`src/rtl/cv32e40p_ft_pipe_stage_if.sv`:
```
// Handshake/bus bundle for cv32e40p_ft_pipe_stage.
// slave  : view of the pipeline stage itself (consumes in_*, drives out_*).
// master : view of the surrounding logic (drives in_*, out_ready_i, flush, replay).
// Signals: flush_i, in_valid_i/in_ready_o/in_data_i/in_side_i,
//          out_valid_o/out_ready_i/out_data_o/out_side_o,
//          replay_i/replay_mask_i/replay_data_i, err_o, err_cnt_o.
interface cv32e40p_ft_pipe_stage_if #(
  parameter int unsigned DATA_W = 128,
  parameter int unsigned SIDE_W = 7
);
  logic              flush_i;
  logic              in_valid_i;
  logic              in_ready_o;
  logic [DATA_W-1:0] in_data_i;
  logic [SIDE_W-1:0] in_side_i;
  logic              out_valid_o;
  logic              out_ready_i;
  logic [DATA_W-1:0] out_data_o;
  logic [SIDE_W-1:0] out_side_o;
  logic              replay_i;
  logic [DATA_W-1:0] replay_mask_i;
  logic [DATA_W-1:0] replay_data_i;
  logic              err_o;
  logic [7:0]        err_cnt_o;

  modport slave (
    input  flush_i, in_valid_i, in_data_i, in_side_i, out_ready_i,
           replay_i, replay_mask_i, replay_data_i,
    output in_ready_o, out_valid_o, out_data_o, out_side_o, err_o, err_cnt_o
  );

  modport master (
    output flush_i, in_valid_i, in_data_i, in_side_i, out_ready_i,
           replay_i, replay_mask_i, replay_data_i,
    input  in_ready_o, out_valid_o, out_data_o, out_side_o, err_o, err_cnt_o
  );
endinterface

```
`src/rtl/cv32e40p_ft_pipe_stage.sv`:
```
// Fault-tolerant pipeline stage register (head + skid entry).
// - Valid/ready handshake; in_ready_o is registered (= skid entry empty),
//   so there is no combinational path from out_ready_i to in_ready_o.
// - Synchronous flush clears both entries; data registers keep their contents.
// - Replay patches the head entry in place under a bit mask.
// - Sideband sampled every cycle, optionally held in 3 copies and voted.
// - Each entry carries an even-parity bit; a mismatch on the head raises err_o
//   one cycle later and bumps a saturating counter.
// Ports: clk, rst_n (async, active low), bus (slave modport of the _if).
module cv32e40p_ft_pipe_stage #(
  parameter int unsigned DATA_W   = 128,
  parameter int unsigned SIDE_W   = 7,
  parameter bit          TMR_SIDE = 1'b1,
  parameter bit          PARITY   = 1'b1
) (
  input  logic                    clk,
  input  logic                    rst_n,
  cv32e40p_ft_pipe_stage_if.slave bus
);

  function automatic logic f_parity(input logic [DATA_W-1:0] d);
    return ^d;
  endfunction

  logic              r_h_valid, r_h_par, r_s_valid, r_s_par, r_in_ready, r_err;
  logic [DATA_W-1:0] r_h_data, r_s_data;
  logic [7:0]        r_err_cnt;
  logic [SIDE_W-1:0] r_side0;
  logic [SIDE_W-1:0] w_side_vote;

  logic              w_accept, w_fire, w_pop, w_replay, w_err;
  logic              w_h_valid, w_h_par, w_s_valid, w_s_par;
  logic [DATA_W-1:0] w_h_data, w_s_data, w_patch;

  assign w_accept = bus.in_valid_i & r_in_ready;
  assign w_fire   = r_h_valid & bus.out_ready_i;
  assign w_pop    = w_fire & ~bus.replay_i;
  assign w_replay = w_fire & bus.replay_i;
  assign w_patch  = (r_h_data & ~bus.replay_mask_i) | (bus.replay_data_i & bus.replay_mask_i);
  // Head is still forwarded on a mismatch; the consumer decides what to do.
  assign w_err    = PARITY && r_h_valid && (f_parity(r_h_data) != r_h_par);

  // Next-state of head/skid entries: flush > pop > replay/accept.
  always_comb begin
    w_h_valid = r_h_valid;
    w_h_data  = r_h_data;
    w_h_par   = r_h_par;
    w_s_valid = r_s_valid;
    w_s_data  = r_s_data;
    w_s_par   = r_s_par;
    if (bus.flush_i) begin
      w_h_valid = 1'b0;
      w_s_valid = 1'b0;
    end else if (w_pop) begin
      // Skid valid implies in_ready_o=0, so no accept can coincide with this move.
      if (r_s_valid) begin
        w_h_data  = r_s_data;
        w_h_par   = r_s_par;
        w_s_valid = 1'b0;
      end else if (w_accept) begin
        w_h_data  = bus.in_data_i;
        w_h_par   = f_parity(bus.in_data_i);
      end else begin
        w_h_valid = 1'b0;
      end
    end else begin
      if (w_replay) begin
        w_h_data = w_patch;
        w_h_par  = f_parity(w_patch);
      end else begin
        w_h_data = r_h_data;
      end
      if (w_accept) begin
        if (r_h_valid) begin
          w_s_valid = 1'b1;
          w_s_data  = bus.in_data_i;
          w_s_par   = f_parity(bus.in_data_i);
        end else begin
          w_h_valid = 1'b1;
          w_h_data  = bus.in_data_i;
          w_h_par   = f_parity(bus.in_data_i);
        end
      end else begin
        w_s_valid = r_s_valid;
      end
    end
  end

  // Entry storage, ready flag and parity error reporting.
  always_ff @(posedge clk or negedge rst_n) begin
    if (!rst_n) begin
      r_h_valid  <= 1'b0;
      r_h_data   <= {DATA_W{1'b0}};
      r_h_par    <= 1'b0;
      r_s_valid  <= 1'b0;
      r_s_data   <= {DATA_W{1'b0}};
      r_s_par    <= 1'b0;
      r_in_ready <= 1'b1;
      r_err      <= 1'b0;
      r_err_cnt  <= 8'd0;
    end else begin
      r_h_valid  <= w_h_valid;
      r_h_data   <= w_h_data;
      r_h_par    <= w_h_par;
      r_s_valid  <= w_s_valid;
      r_s_data   <= w_s_data;
      r_s_par    <= w_s_par;
      r_in_ready <= ~w_s_valid;
      r_err      <= w_err;
      if (w_err && (r_err_cnt != 8'hFF)) begin
        r_err_cnt <= r_err_cnt + 8'd1;
      end else begin
        r_err_cnt <= r_err_cnt;
      end
    end
  end

  // Sideband copy 0: free-running, ignores handshake and flush.
  always_ff @(posedge clk or negedge rst_n) begin
    if (!rst_n) begin
      r_side0 <= {SIDE_W{1'b0}};
    end else begin
      r_side0 <= bus.in_side_i;
    end
  end

  generate
    if (TMR_SIDE) begin : g_tmr
      logic [SIDE_W-1:0] r_side1, r_side2;

      // Redundant sideband copies; rewriting every cycle scrubs any upset.
      always_ff @(posedge clk or negedge rst_n) begin
        if (!rst_n) begin
          r_side1 <= {SIDE_W{1'b0}};
          r_side2 <= {SIDE_W{1'b0}};
        end else begin
          r_side1 <= bus.in_side_i;
          r_side2 <= bus.in_side_i;
        end
      end

      assign w_side_vote = (r_side0 & r_side1) | (r_side0 & r_side2) | (r_side1 & r_side2);
    end else begin : g_single
      assign w_side_vote = r_side0;
    end
  endgenerate

  assign bus.in_ready_o  = r_in_ready;
  assign bus.out_valid_o = r_h_valid;
  assign bus.out_data_o  = r_h_data;
  assign bus.out_side_o  = w_side_vote;
  assign bus.err_o       = r_err;
  assign bus.err_cnt_o   = r_err_cnt;

endmodule
```
`src/flat_wrapper.sv`:
```
// flat-port wrapper written by rule: the top's interface ports become plain ports
module cv32e40p_ft_pipe_stage_flat 
#(
  parameter int unsigned DATA_W   = 128,
  parameter int unsigned SIDE_W   = 7,
  parameter bit          TMR_SIDE = 1'b1,
  parameter bit          PARITY   = 1'b1
)
  (clk, rst_n, bus_flush_i, bus_in_valid_i, bus_in_data_i, bus_in_side_i, bus_out_ready_i, bus_replay_i, bus_replay_mask_i, bus_replay_data_i, bus_in_ready_o, bus_out_valid_o, bus_out_data_o, bus_out_side_o, bus_err_o, bus_err_cnt_o);
  cv32e40p_ft_pipe_stage_if #(.DATA_W(DATA_W), .SIDE_W(SIDE_W)) bus_i ();
  input  logic clk;
  input  logic rst_n;
  input wire logic [$bits(bus_i.flush_i)-1:0] bus_flush_i;
  input wire logic [$bits(bus_i.in_valid_i)-1:0] bus_in_valid_i;
  input wire logic [$bits(bus_i.in_data_i)-1:0] bus_in_data_i;
  input wire logic [$bits(bus_i.in_side_i)-1:0] bus_in_side_i;
  input wire logic [$bits(bus_i.out_ready_i)-1:0] bus_out_ready_i;
  input wire logic [$bits(bus_i.replay_i)-1:0] bus_replay_i;
  input wire logic [$bits(bus_i.replay_mask_i)-1:0] bus_replay_mask_i;
  input wire logic [$bits(bus_i.replay_data_i)-1:0] bus_replay_data_i;
  output wire logic [$bits(bus_i.in_ready_o)-1:0] bus_in_ready_o;
  output wire logic [$bits(bus_i.out_valid_o)-1:0] bus_out_valid_o;
  output wire logic [$bits(bus_i.out_data_o)-1:0] bus_out_data_o;
  output wire logic [$bits(bus_i.out_side_o)-1:0] bus_out_side_o;
  output wire logic [$bits(bus_i.err_o)-1:0] bus_err_o;
  output wire logic [$bits(bus_i.err_cnt_o)-1:0] bus_err_cnt_o;
  assign bus_i.flush_i = bus_flush_i;
  assign bus_i.in_valid_i = bus_in_valid_i;
  assign bus_i.in_data_i = bus_in_data_i;
  assign bus_i.in_side_i = bus_in_side_i;
  assign bus_i.out_ready_i = bus_out_ready_i;
  assign bus_i.replay_i = bus_replay_i;
  assign bus_i.replay_mask_i = bus_replay_mask_i;
  assign bus_i.replay_data_i = bus_replay_data_i;
  assign bus_in_ready_o = bus_i.in_ready_o;
  assign bus_out_valid_o = bus_i.out_valid_o;
  assign bus_out_data_o = bus_i.out_data_o;
  assign bus_out_side_o = bus_i.out_side_o;
  assign bus_err_o = bus_i.err_o;
  assign bus_err_cnt_o = bus_i.err_cnt_o;
  cv32e40p_ft_pipe_stage #(.DATA_W(DATA_W), .SIDE_W(SIDE_W), .TMR_SIDE(TMR_SIDE), .PARITY(PARITY)) u_core (.clk(clk), .rst_n(rst_n), .bus(bus_i));
endmodule
```
`config.mk`:
```
export PLATFORM = sky130hd
export DESIGN_NAME = cv32e40p_ft_pipe_stage_flat
export DESIGN_NICKNAME = d
export VERILOG_FILES = /design/src/rtl/cv32e40p_ft_pipe_stage_if.sv /design/src/rtl/cv32e40p_ft_pipe_stage.sv /design/src/flat_wrapper.sv
export SDC_FILE = /design/constraint.sdc
export NUM_CORES = 1
export LEC_CHECK = 0
export ABC_CLOCK_PERIOD_IN_PS = 4800
export BUFFER_PORTS_ARGS = -buffer_cell sky130_fd_sc_hd__buf_2
export CAP_MARGIN = 15
export CORE_AREA = 10 10 204 206
export DETAILED_ROUTE_END_ITERATION = 8
export DIE_AREA = 0 0 214 216
export PLACE_DENSITY = 0.74
export SYNTH_ARGS = -nofsm -noshare
export SYNTH_HDL_FRONTEND = slang
export SYNTH_SLANG_ARGS = --single-unit
```
`constraint.sdc`:
```
create_clock -name clk -period 4.8 [get_ports clk]
set_input_delay 0.72 -clock clk [delete_from_list [all_inputs] [get_ports clk]]
set_output_delay 0.72 -clock clk [all_outputs]
set_load 0.02 [all_outputs]
```
Word level (Yosys, flattened, before mapping)
Index checks and enable logic that the tools add are counted.
- register bits after elaboration: 277
- word-level logic and storage cells: 61
- add/subtract/negate cells: 1
- eq/ne operators: 5
- multiplexer cells: 21
- bitwise logic cells: 15
- reduce and logical (&&, ||, !) cells: 9
- operators by type and width (operator ; number):
    two-way mux 128 bit ; 6
    parity 128 bit ; 3
    bitwise AND 128 bit ; 2
    inverter 128 bit ; 1
    bitwise OR 128 bit ; 1
    two-way mux 1 bit ; 15
    bitwise OR 7 bit ; 2
    adder 8 x 1 -> 8 bit (second input constant) ; 1
    != test 8 bit (second input constant) ; 1
    bitwise AND 7 bit ; 1
    != test 3 bit (second input constant) ; 2
    bitwise AND 1 bit ; 4
    inverter 1 bit ; 4
    AND reduction 4 bit ; 1
    != test 3 x 1 -> 1 bit (second input constant) ; 1
    AND reduction 3 bit ; 1
    nonzero test 3 bit ; 1
    logical AND 1 bit ; 2
    AND reduction 2 bit ; 1
    != test 1 bit ; 1

Depth between registers and ports, before layout
Gate-level depths: netlist of run 1.
- depth after elaboration: 8
- depth in mapped cells: 11
- depth with buffers taken out: 10

Worst setup path before layout of run 1
No wires, ideal clock.
- kind: register to register
- start: register u_core.r_h_data[16], in the netlist u_core.bus.out_data_o[16]
- end: register u_core.r_err_cnt[7], in the netlist u_core.bus.err_cnt_o[7]
- library setup time: 0.132 ns
- arrival: 2.419 ns
- data required time: 4.668 ns
- setup slack: 2.248 ns
- stages on the path, launching flop included: 12
- buffers on the path: 1
- path through: dfrtp_1 -> xor2_1 -> xnor2_1 -> xnor2_1 -> xnor2_1 -> xnor2_1 -> xnor3_1 -> xnor2_1 -> and3_1 -> buf_6 -> and4bb_1 -> xor2_1
- word-level cells in the longest chain between the ends: 4
- ends and longest elaborated chain (what ; line ; RTL):
    start, declared ; cv32e40p_ft_pipe_stage.sv:26 ; logic [DATA_W-1:0] r_h_data, r_s_data;
    start signal, assigned ; cv32e40p_ft_pipe_stage.sv:93 ; r_h_data <= {DATA_W{1'b0}};
    start signal, assigned ; cv32e40p_ft_pipe_stage.sv:103 ; r_h_data <= w_h_data;
    parity 128 bit ; cv32e40p_ft_pipe_stage.sv:22 ; return ^d;
    != test 1 bit ; cv32e40p_ft_pipe_stage.sv:41 ; assign w_err = PARITY && r_h_valid && (f_parity(r_h_data) != r_h_par);
    logical AND 1 bit ; cv32e40p_ft_pipe_stage.sv:41 ;
    logical AND 1 bit ; cv32e40p_ft_pipe_stage.sv:110 ; if (w_err && (r_err_cnt != 8'hFF)) begin
    end signal, assigned ; cv32e40p_ft_pipe_stage.sv:111 ; r_err_cnt <= r_err_cnt + 8'd1;
    end signal, assigned ; cv32e40p_ft_pipe_stage.sv:113 ; r_err_cnt <= r_err_cnt;
    end, declared ; cv32e40p_ft_pipe_stage.sv:27 ; logic [7:0] r_err_cnt;
Every way passes these cells.
A chain may end at the register's enable or synchronous reset.

Final worst setup path of run 1
- start: register u_core.r_h_data[37], in the netlist u_core.bus.out_data_o[37]
- end: register u_core.r_h_par
- word-level cells in the longest chain between the ends: 7
- ends and longest elaborated chain (what ; line ; RTL):
    bitwise AND 128 bit * ; cv32e40p_ft_pipe_stage.sv:39 ; assign w_patch = (r_h_data & ~bus.replay_mask_i) | (bus.replay_data_i & bus.replay_mask_i);
    bitwise OR 128 bit * ; cv32e40p_ft_pipe_stage.sv:39 ;
    parity 128 bit * ; cv32e40p_ft_pipe_stage.sv:22 ;
    two-way mux 1 bit * ; cv32e40p_ft_pipe_stage.sv:67 ; if (w_replay) begin
    two-way mux 1 bit ; cv32e40p_ft_pipe_stage.sv:74 ; if (r_h_valid) begin
    two-way mux 1 bit * ; cv32e40p_ft_pipe_stage.sv:73 ; if (w_accept) begin
    two-way mux 1 bit * ; cv32e40p_ft_pipe_stage.sv:54 ; end else if (w_pop) begin
    end signal, assigned ; cv32e40p_ft_pipe_stage.sv:104 ; r_h_par <= w_h_par;
    end, declared ; cv32e40p_ft_pipe_stage.sv:25 ; logic r_h_valid, r_h_par, r_s_valid, r_s_par, r_in_ready, r_err;
Every way passes the cells marked *; elsewhere a longest branch is shown, timed or not.

==> reports/summary.txt, run 1 <==
======================================================================================
Synth Instances                                                                   1831
Overall die area                                                             46200 µm²
Total power per unit cell area                                              602 nW/µm²
Final worst-path setup slack                                                   1.58 ns
Total global routing track utilization                                           0.317
Standard-cell row count                                                             71
Starting Density                                                                 0.473
Horiz. Die Dim                                                                  214 µm
Endpoint arrival time on the critical path                                     3.69 ns
Pin count of the biggest net entering global routing                               125
Highest Clock Rate                                                             311 MHz
CTS Root Buffer Type                                                      sky130_fd_sc_hd__clkbuf_16
Number of distinct standard cells referenced by the synthesized netlist             29
Global-route wire length before repair                                       112000 µm
Buffer count from post-CTS setup fixing                                              0
Hold bufs inserted after CTS                                                         0
Clock latency on the worst-skew pair                                           0.54 ns
Count of input and output buffers                                                  542
Type of the worst setup path                                              flop to flop
Largest fanout on the critical path                                                  4
Transition time at the pin with the least slew margin                          1.02 ns
Number of resized instances in the post-cts repair step                              0
Routed length on met3                                                          6790 µm
CTS sink cnt                                                                       277
Maximum clock path buffer count                                                      3
Worst IR drop on VDD                                                            869 µV
Count of H-tree levels built during CTS                                              2
Setup repair after global routing missed its margin                              false
Endpoint required time on the critical path                                    5.27 ns
Average wire per cell in the routed design                                     26.6 µm
Time the final worst path needs with I/O delays and setup                      3.22 ns
Logic pwr share                                                                  0.530
Chip Height                                                                     216 µm
Layout cell share with drive strength beyond 1                                   0.316
Count of pins over their slew limit                                                  0
Violation count after the first detailed-route iteration                          1704
Nature of the critical path startpoint                                            flop
Critical path capture point type                                                  flop
Post-route clock skew                                                        0.0223 ns
Average size of a mapped cell                                                 9.66 µm²
FFs w/ async S/R, synth                                                           1.00
Met2 wire length                                                              36100 µm
Clock buffer count from CTS                                                         34
Clock tree from TritonCTS                                                          yes
Post-Route Setup TNS                                                              0 ns
Pre-Repair DR Iteration Count                                                        5
Switching pwr                                                                0.00551 W
Worst reg-to-reg path cell count                                                    10
Top layer in use                                                                  met5
Worst slack, placed                                                            1.20 ns
Commonest register cell after synthesis                                   sky130_fd_sc_hd__dfrtp_1
Finish-stage setup viols                                                             0
Flop and latch count out of synthesis                                              277
Remaining design rule violation count                                                0
Overall via count from detail_route                                              16800
Routed metal-1 wire length                                                    29900 µm
Layout overhead on the synthesized area                                          24.6%
Clock network fraction of total power                                            0.196
Floorplan Core Area                                                          37400 µm²
Launch instance of the worst register-to-register path                    u_core.bus.out_data_o[37]
Via count of the first global-routing pass                                       17400
Nets in the synthesized netlist                                                   2229
Final Hold Vio Count                                                                 0
Final worst-path cycle share                                                     0.671
Number of max-cap violations                                                         0
Worst slew margin relative to its limit                                          0.321
Endpoint of the most critical register-to-register path                   u_core.r_h_par
Static Leakage                                                                 9.37 nW
Final hold slack                                                              0.218 ns
Count of nets after finishing                                                     2721
Half-perimeter wire length after placement                                    57100 µm
Global placer's final weighted congestion                                        0.945
Proportion of power drawn by flip-flops and latches                              0.274
Clock slew seen by the registers of the worst setup and hold paths             0.06 ns
Number of ports placed on the die boundary                                         543
Post-synth EDFFs                                                                     0
Antenna violations before repair                                                    15
Fraction of power spent switching nets                                           0.415
Reg2Reg Setup Slack                                                            1.58 ns
Yosys synthesis warning count                                                        0
Internal Power                                                               0.00776 W
Vias per std cell                                                                 5.85
Number of nets with antenna violations after detailed routing                        0
Power after layout                                                            0.0133 W
Status                                                                    finished clean
Sequential area share after synthesis                                            0.392
Total detailed-routing wirelength                                             76300 µm
Kind of path behind the tightest hold check                               input port to asynchronous set/reset pin
Post-synthesis cell area                                                     17700 µm²
Global route total overflow                                                          0
======================================================================================
## flip-flops by register name, indices dropped and copies added (netlist names)
register / flops
u_core.bus.err_o: 1
u_core.bus.in_ready_o: 1
u_core.bus.out_valid_o: 1
u_core.bus.out_data_o: 128
u_core.r_s_valid: 1
u_core.bus.err_cnt_o: 8
u_core.r_side0: 7
u_core.r_s_par: 1
u_core.r_h_par: 1
u_core.r_s_data: 128
## power by group through the flow
stage / clock network [W] / registers [W] / logic, W
final: 0.00260 / 0.00363 / 0.00703
after global routing: 0.00272 / 0.00369 / 0.00750
after CTS: 0.00262 / 0.00360 / 0.00708
after detailed placement: 0 / 0.00364 / 0.00705
after global placement: 0 / 0.00360 / 0.00695
after floorplan: 0 / 0.00384 / 0.00513
## synth_stat cells, types with 3 or more instances
cell type,instances,area [µm²]
sky130_fd_sc_hd__nor2_1,137,514
sky130_fd_sc_hd__o21ai_0,128,641
sky130_fd_sc_hd__xnor2_1,306,2680
sky130_fd_sc_hd__nand2_1,134,503
sky130_fd_sc_hd__inv_1,3,11.3
sky130_fd_sc_hd__mux2i_1,128,1280
sky130_fd_sc_hd__and3_1,3,18.8
sky130_fd_sc_hd__buf_1,3,11.3
sky130_fd_sc_hd__o22a_1,128,1120
sky130_fd_sc_hd__xor2_1,80,701
sky130_fd_sc_hd__a21oi_1,261,1310
sky130_fd_sc_hd__mux2_2,130,1460
sky130_fd_sc_hd__clkbuf_1,96,360
sky130_fd_sc_hd__dfrtp_1,276,6910
## worst max-delay path: stages, from the launching register on
cell and delay [ns]:
sky130_fd_sc_hd__dfrtp_1 0.44, sky130_fd_sc_hd__mux2i_1 0.41, sky130_fd_sc_hd__xnor2_1 0.18, sky130_fd_sc_hd__xnor2_1 0.44, sky130_fd_sc_hd__xnor2_1 0.17, sky130_fd_sc_hd__xnor2_1 0.37, sky130_fd_sc_hd__xnor2_1 0.20, sky130_fd_sc_hd__xnor2_1 0.26
sky130_fd_sc_hd__xnor2_1 0.11, sky130_fd_sc_hd__a2111oi_0 0.40, sky130_fd_sc_hd__a311o_1 0.16
## worst max-delay path by stage
stage	startpoint	end	slack, ns	cells past startpoint
CTS	u_core.bus.out_data_o[37]	u_core.bus.err_cnt_o[7]	1.48	10
global placement	bus_replay_mask_i[22]	u_core.r_h_par	1.22	11
global route	u_core.bus.out_data_o[102]	u_core.bus.err_cnt_o[7]	1.39	10
detailed placement	bus_replay_mask_i[50]	u_core.r_h_par	1.20	11
finish	u_core.bus.out_data_o[37]	u_core.r_h_par	1.58	10
floorplan	u_core.bus.out_data_o[16]	u_core.bus.err_cnt_o[7]	2.25	11
## per-layer routing
metal | GRT usage | vias up
met5 | 0 | -
met2 | 0.513 | 1005
li1 | - | 7430
met4 | 0.154 | 2
met3 | 0.0688 | 169
met1 | 0.395 | 8190
## layout make-up
cell class / instances / area [µm²]
Antenna cell: 15 / 37.5
Clock buffer: 53 / 1050
Clock inverter: 5 / 53.8
Fill cell: 3269 / 15400
Inverter: 3 / 11.3
Multi-Input combinational cell: 1451 / 10400
Sequential cell: 277 / 6930
Tap cell: 511 / 639
Timing Repair Buffer: 556 / 2900
## per-stage QoR
step	utilization	cells	instance area (µm²)
global route	0.589	2870	22000
detailed placement	0.559	2798	20900
finish	0.589	2871	22000
CTS	0.588	2856	22000
global placement	0.559	2798	20900
floorplan	-	1831	17700
## placed cells by master, fill, tap and decap left out, types with 2 or more instances in the layout
cell type,n
sky130_fd_sc_hd__buf_12,6
sky130_fd_sc_hd__xnor2_1,306
sky130_fd_sc_hd__diode_2,15
sky130_fd_sc_hd__nand4_1,2
sky130_fd_sc_hd__buf_4,8
sky130_fd_sc_hd__nand3_1,2
sky130_fd_sc_hd__clkinv_2,3
sky130_fd_sc_hd__o22a_1,128
sky130_fd_sc_hd__and2_1,2
sky130_fd_sc_hd__and3_1,2
sky130_fd_sc_hd__clkbuf_8,6
sky130_fd_sc_hd__inv_1,3
sky130_fd_sc_hd__buf_2,541
sky130_fd_sc_hd__a21oi_1,260
sky130_fd_sc_hd__mux2i_1,128
sky130_fd_sc_hd__nand2_1,133
sky130_fd_sc_hd__dfrtp_1,276
sky130_fd_sc_hd__xor2_1,80
sky130_fd_sc_hd__o21ai_0,128
sky130_fd_sc_hd__nor2_1,135
sky130_fd_sc_hd__nor2_4,2
sky130_fd_sc_hd__clkbuf_1,10
sky130_fd_sc_hd__mux2_2,130
sky130_fd_sc_hd__clkbuf_16,37
## cell families (layout without fill, tap and decap cells)
group	Yosys count	after routing	synth area share
AOI/OAI and AO/OA	521	521	0.175
xor gates and xnor gates	387	387	0.192
and+or+nand+nor	283	283	0.0619
DFF	277	277	0.392
muxes	259	259	0.156
buffers and inverters	103	617	0.0223
adders and majority gates	1	1	0.000707
other	0	15	0
Note: power is estimated with default switching activity, not from simulation.
==> inputs of run 2 (changes only) <==
--- a/config.mk
+++ b/config.mk
@@ -5,12 +5,12 @@
 export SDC_FILE = /design/constraint.sdc
 export NUM_CORES = 1
 export LEC_CHECK = 0
-export ABC_CLOCK_PERIOD_IN_PS = 4800
+export ABC_CLOCK_PERIOD_IN_PS = 3400
 export BUFFER_PORTS_ARGS = -buffer_cell sky130_fd_sc_hd__buf_2
 export CAP_MARGIN = 15
-export CORE_AREA = 10 10 204 206
+export CORE_AREA = 10 10 205 207
 export DETAILED_ROUTE_END_ITERATION = 8
-export DIE_AREA = 0 0 214 216
+export DIE_AREA = 0 0 215 217
 export PLACE_DENSITY = 0.74
 export SYNTH_ARGS = -nofsm -noshare
 export SYNTH_HDL_FRONTEND = slang
==> constraint.sdc (replaced) <==
create_clock -name clk -period 3.4 [get_ports clk]
set_input_delay 0.51 -clock clk [delete_from_list [all_inputs] [get_ports clk]]
set_output_delay 0.51 -clock clk [all_outputs]
set_load 0.02 [all_outputs]
==> run 2 against run 1 <==
Core utilization about the same. First-iteration DRC count rose by 9.6%. Critical path depth unchanged. Flip-flop and latch count is the same. Clock skew down 0.0081 ns. Final area is 1.8% higher. Routed wire length rose by 1.1%. Register-to-register slack got worse by 1.5 ns. Worst setup slack got worse by 1.5 ns. Hold slack worse by 0.21 ns. Power is 45% higher. Critical endpoint is now u_core.bus.err_cnt_o[1]. Highest routed layer unchanged.
==> reports/summary.txt, run 2 (synthesis gave the netlist of run 1 again) <==
=====================================================================================
Violation count after the first detailed-route iteration                         1868   +9.6%
Most common cell on crit path                                            sky130_fd_sc_hd__xnor2_1
Count of pins over their slew limit                                                 0   unchanged
Global-route wire length before repair                                      113000 µm   +0.37%
Layout cell share with drive strength beyond 1                                  0.328   +0.0113
Total power per unit cell area                                             857 nW/µm²   +42%
Worst IR drop on VDD                                                           729 µV   -16%
Count of input and output buffers                                                 542   unchanged
Final worst-path cycle share                                                    0.963   +0.292
Reg2Reg Setup Slack                                                           0.13 ns   -1.45 ns
Finish-stage setup viols                                                            0   unchanged
Endpoint arrival time on the critical path                                    3.67 ns   -0.02 ns
Global route total overflow                                                         0   unchanged
Most used cells in the layout excluding fill and tap cells               sky130_fd_sc_hd__buf_2, sky130_fd_sc_hd__xnor2_1, sky130_fd_sc_hd__dfrtp_1
Largest stage delay on the critical path                                      0.43 ns   about the same
Chip Height                                                                    217 µm   +0.46%
Final core area utilization                                                     0.589   about the same
Overall via count from detail_route                                             17100   +1.9%
Total global routing track utilization                                          0.315   -0.00197
Count of nets after finishing                                                    2756   +1.3%
Floorplan Core Area                                                         38100 µm²   +1.9%
Highest Clock Rate                                                            306 MHz   -1.6%
Vias per std cell                                                                5.86   +0.20%
Maximum clock path buffer count                                                     3   unchanged
Horiz. Die Dim                                                                 215 µm   +0.47%
Setup repair after global routing missed its margin                             false
Endpoint of the most critical register-to-register path                  u_core.bus.err_cnt_o[1]
Average wire per cell in the routed design                                    26.4 µm   -0.52%
Cell with the largest stage delay on the worst path                      sky130_fd_sc_hd__dfrtp_1
Largest fanout on the critical path                                                 7   +3
Worst slew margin relative to its limit                                         0.252   -0.0681
Transition time at the pin with the least slew margin                         1.12 ns   +0.102 ns
Time the final worst path needs with I/O delays and setup                     3.27 ns   +0.0527 ns
Global placer's final weighted congestion                                       0.976   +3.3%
CTS sink cnt                                                                      277   unchanged
Half-perimeter wire length after placement                                   58400 µm   +2.3%
CTS Root Buffer Type                                                     sky130_fd_sc_hd__clkbuf_16
Hold bufs inserted after CTS                                                        0   unchanged
Antenna violations before repair                                                   24   +9
Count of H-tree levels built during CTS                                             2   unchanged
Fill count                                                                       3312   +1.3%
Post-Route Setup TNS                                                             0 ns   unchanged
Starting Density                                                                0.464   -0.00878
Pin count of the biggest net entering global routing                               83   -34%
Number of max-cap violations                                                        0   unchanged
Number of resized instances in the post-cts repair step                             1   +1
Clock latency on the worst-skew pair                                          0.53 ns   about the same
Overall die area                                                            46700 µm²   +0.93%
Endpoint required time on the critical path                                   3.79 ns   -1.48 ns
Type of the worst setup path                                             flop to flop
Clock slew seen by the registers of the worst setup and hold paths            0.07 ns   about the same
Number of ports placed on the die boundary                                        543   unchanged
Final Hold Vio Count                                                                0   unchanged
Layout overhead on the synthesized area                                         26.9%
Via count of the first global-routing pass                                      17500   +0.66%
Most frequent standard cell in the layout excluding fill and tap cells   sky130_fd_sc_hd__buf_2
Static Leakage                                                                9.58 nW   +2.3%
Launch instance of the worst register-to-register path                   u_core.bus.out_data_o[98]
Cell type group with the largest total delay on the critical path        XOR/XNOR gates
Post-route clock skew                                                       0.0142 ns   -0.00808 ns
Clock tree from TritonCTS                                                         yes
Buffer count from post-CTS setup fixing                                             0   unchanged
Cells along the critical path                                            xor2_1 > xnor2_1 > xnor2_1 > xnor2_1 > xnor2_1 > xnor3_1 > xnor2_1 > buf_4 > and3_1 > mux2_1
Standard-cell row count                                                            72   +1.4%
Pre-Repair DR Iteration Count                                                       5   unchanged
Nature of the critical path startpoint                                           flop
Remaining design rule violation count                                               0   unchanged
Status                                                                   finished clean
CP bufs+invs                                                                        1   +1
Critical path capture point type                                                 flop
Area used by multi-input combinational logic                                10400 µm²   about the same
Number of nets with antenna violations after detailed routing                       0   unchanged
Kind of path behind the tightest hold check                              input port to asynchronous set/reset pin
Worst reg-to-reg path cell count                                                   10   unchanged
Clock buffer count from CTS                                                        34   unchanged
Total detailed-routing wirelength                                            77200 µm   +1.1%
Area of all sequential standard cells                                        6930 µm²   unchanged
=====================================================================================
==> run 2: cell count changes in the layout (fill, tap and decap cells not counted) <==
cell | previous run | this run
sky130_fd_sc_hd__clkinvlp_4 | 0 | 2
sky130_fd_sc_hd__xnor2_1 | 306 | 305
sky130_fd_sc_hd__buf_4 | 8 | 35
sky130_fd_sc_hd__diode_2 | 15 | 18
sky130_fd_sc_hd__buf_12 | 6 | 14
sky130_fd_sc_hd__inv_6 | 1 | 0
sky130_fd_sc_hd__xnor2_2 | 0 | 1
sky130_fd_sc_hd__clkinv_2 | 3 | 5
==> run 2: cell type report <==
| class | instances | share of cell area |
|---|---|---|
| tap | 518 | 0.0289 |
| antenna | 18 | 0.00201 |
| sequential | 277 | 0.309 |
| clock inverter | 8 | 0.00312 |
| timing repair buffer | 591 | 0.145 |
| inverter | 3 | 0.000502 |
| multi-input combinational | 1451 | 0.465 |
| clock buffer | 53 | 0.0466 |
==> run 2: where the power goes <==
group	internal, W	switching [W]
combinational	0.00493	0.00551
clock	0.00219	0.00150
sequential	0.00424	0.000870
total	0.0114	0.00788
==> run 2: through the flow <==
stage	setup WS [ns]	hold slack (ns)	std cells	total power, W	cell area (µm²)
after floorplan	0.848	0.214	1831	0.0127	17700
after global placement	0.0347	0.488	2840	0.0154	21300
after detailed placement	0.0392	0.489	2840	0.0156	21300
after CTS	0.122	0.0334	2901	0.0193	22400
after global routing	0.0492	0.0651	2916	0.0201	22400
final	0.127	0.0108	2919	0.0192	22400
==> run 2: metal layers <==
layer	global-route usage	part of all wire
met5	0	0.0011
met4	0.147	0.047
met3	0.0692	0.087
met1	0.390	0.39
met2	0.517	0.48
==> run 2: how the worst max path moves through the flow <==
stage / cells past startpoint / start / endpoint
3_5_place_dp: 10 / u_core.bus.out_data_o[101] / u_core.bus.err_cnt_o[1]
2_1_floorplan: 11 / u_core.bus.out_data_o[16] / u_core.bus.err_cnt_o[7]
5_1_grt: 11 / u_core.bus.out_data_o[98] / u_core.bus.err_cnt_o[7]
4_1_cts: 10 / u_core.bus.out_data_o[98] / u_core.bus.err_cnt_o[1]
6_report: 10 / u_core.bus.out_data_o[98] / u_core.bus.err_cnt_o[1]
3_3_place_gp: 11 / u_core.bus.out_data_o[102] / u_core.bus.err_cnt_o[7]
==> run 2: worst register-to-register path: stages (launching register included) <==
cell and delay, ns:
sky130_fd_sc_hd__dfrtp_1 0.43, sky130_fd_sc_hd__xor2_1 0.34, sky130_fd_sc_hd__xnor2_1 0.23, sky130_fd_sc_hd__xnor2_1 0.15, sky130_fd_sc_hd__xnor2_1 0.43, sky130_fd_sc_hd__xnor2_1 0.27, sky130_fd_sc_hd__xnor3_1 0.34, sky130_fd_sc_hd__xnor2_1 0.16
sky130_fd_sc_hd__buf_4 0.13, sky130_fd_sc_hd__and3_1 0.30, sky130_fd_sc_hd__mux2_1 0.36
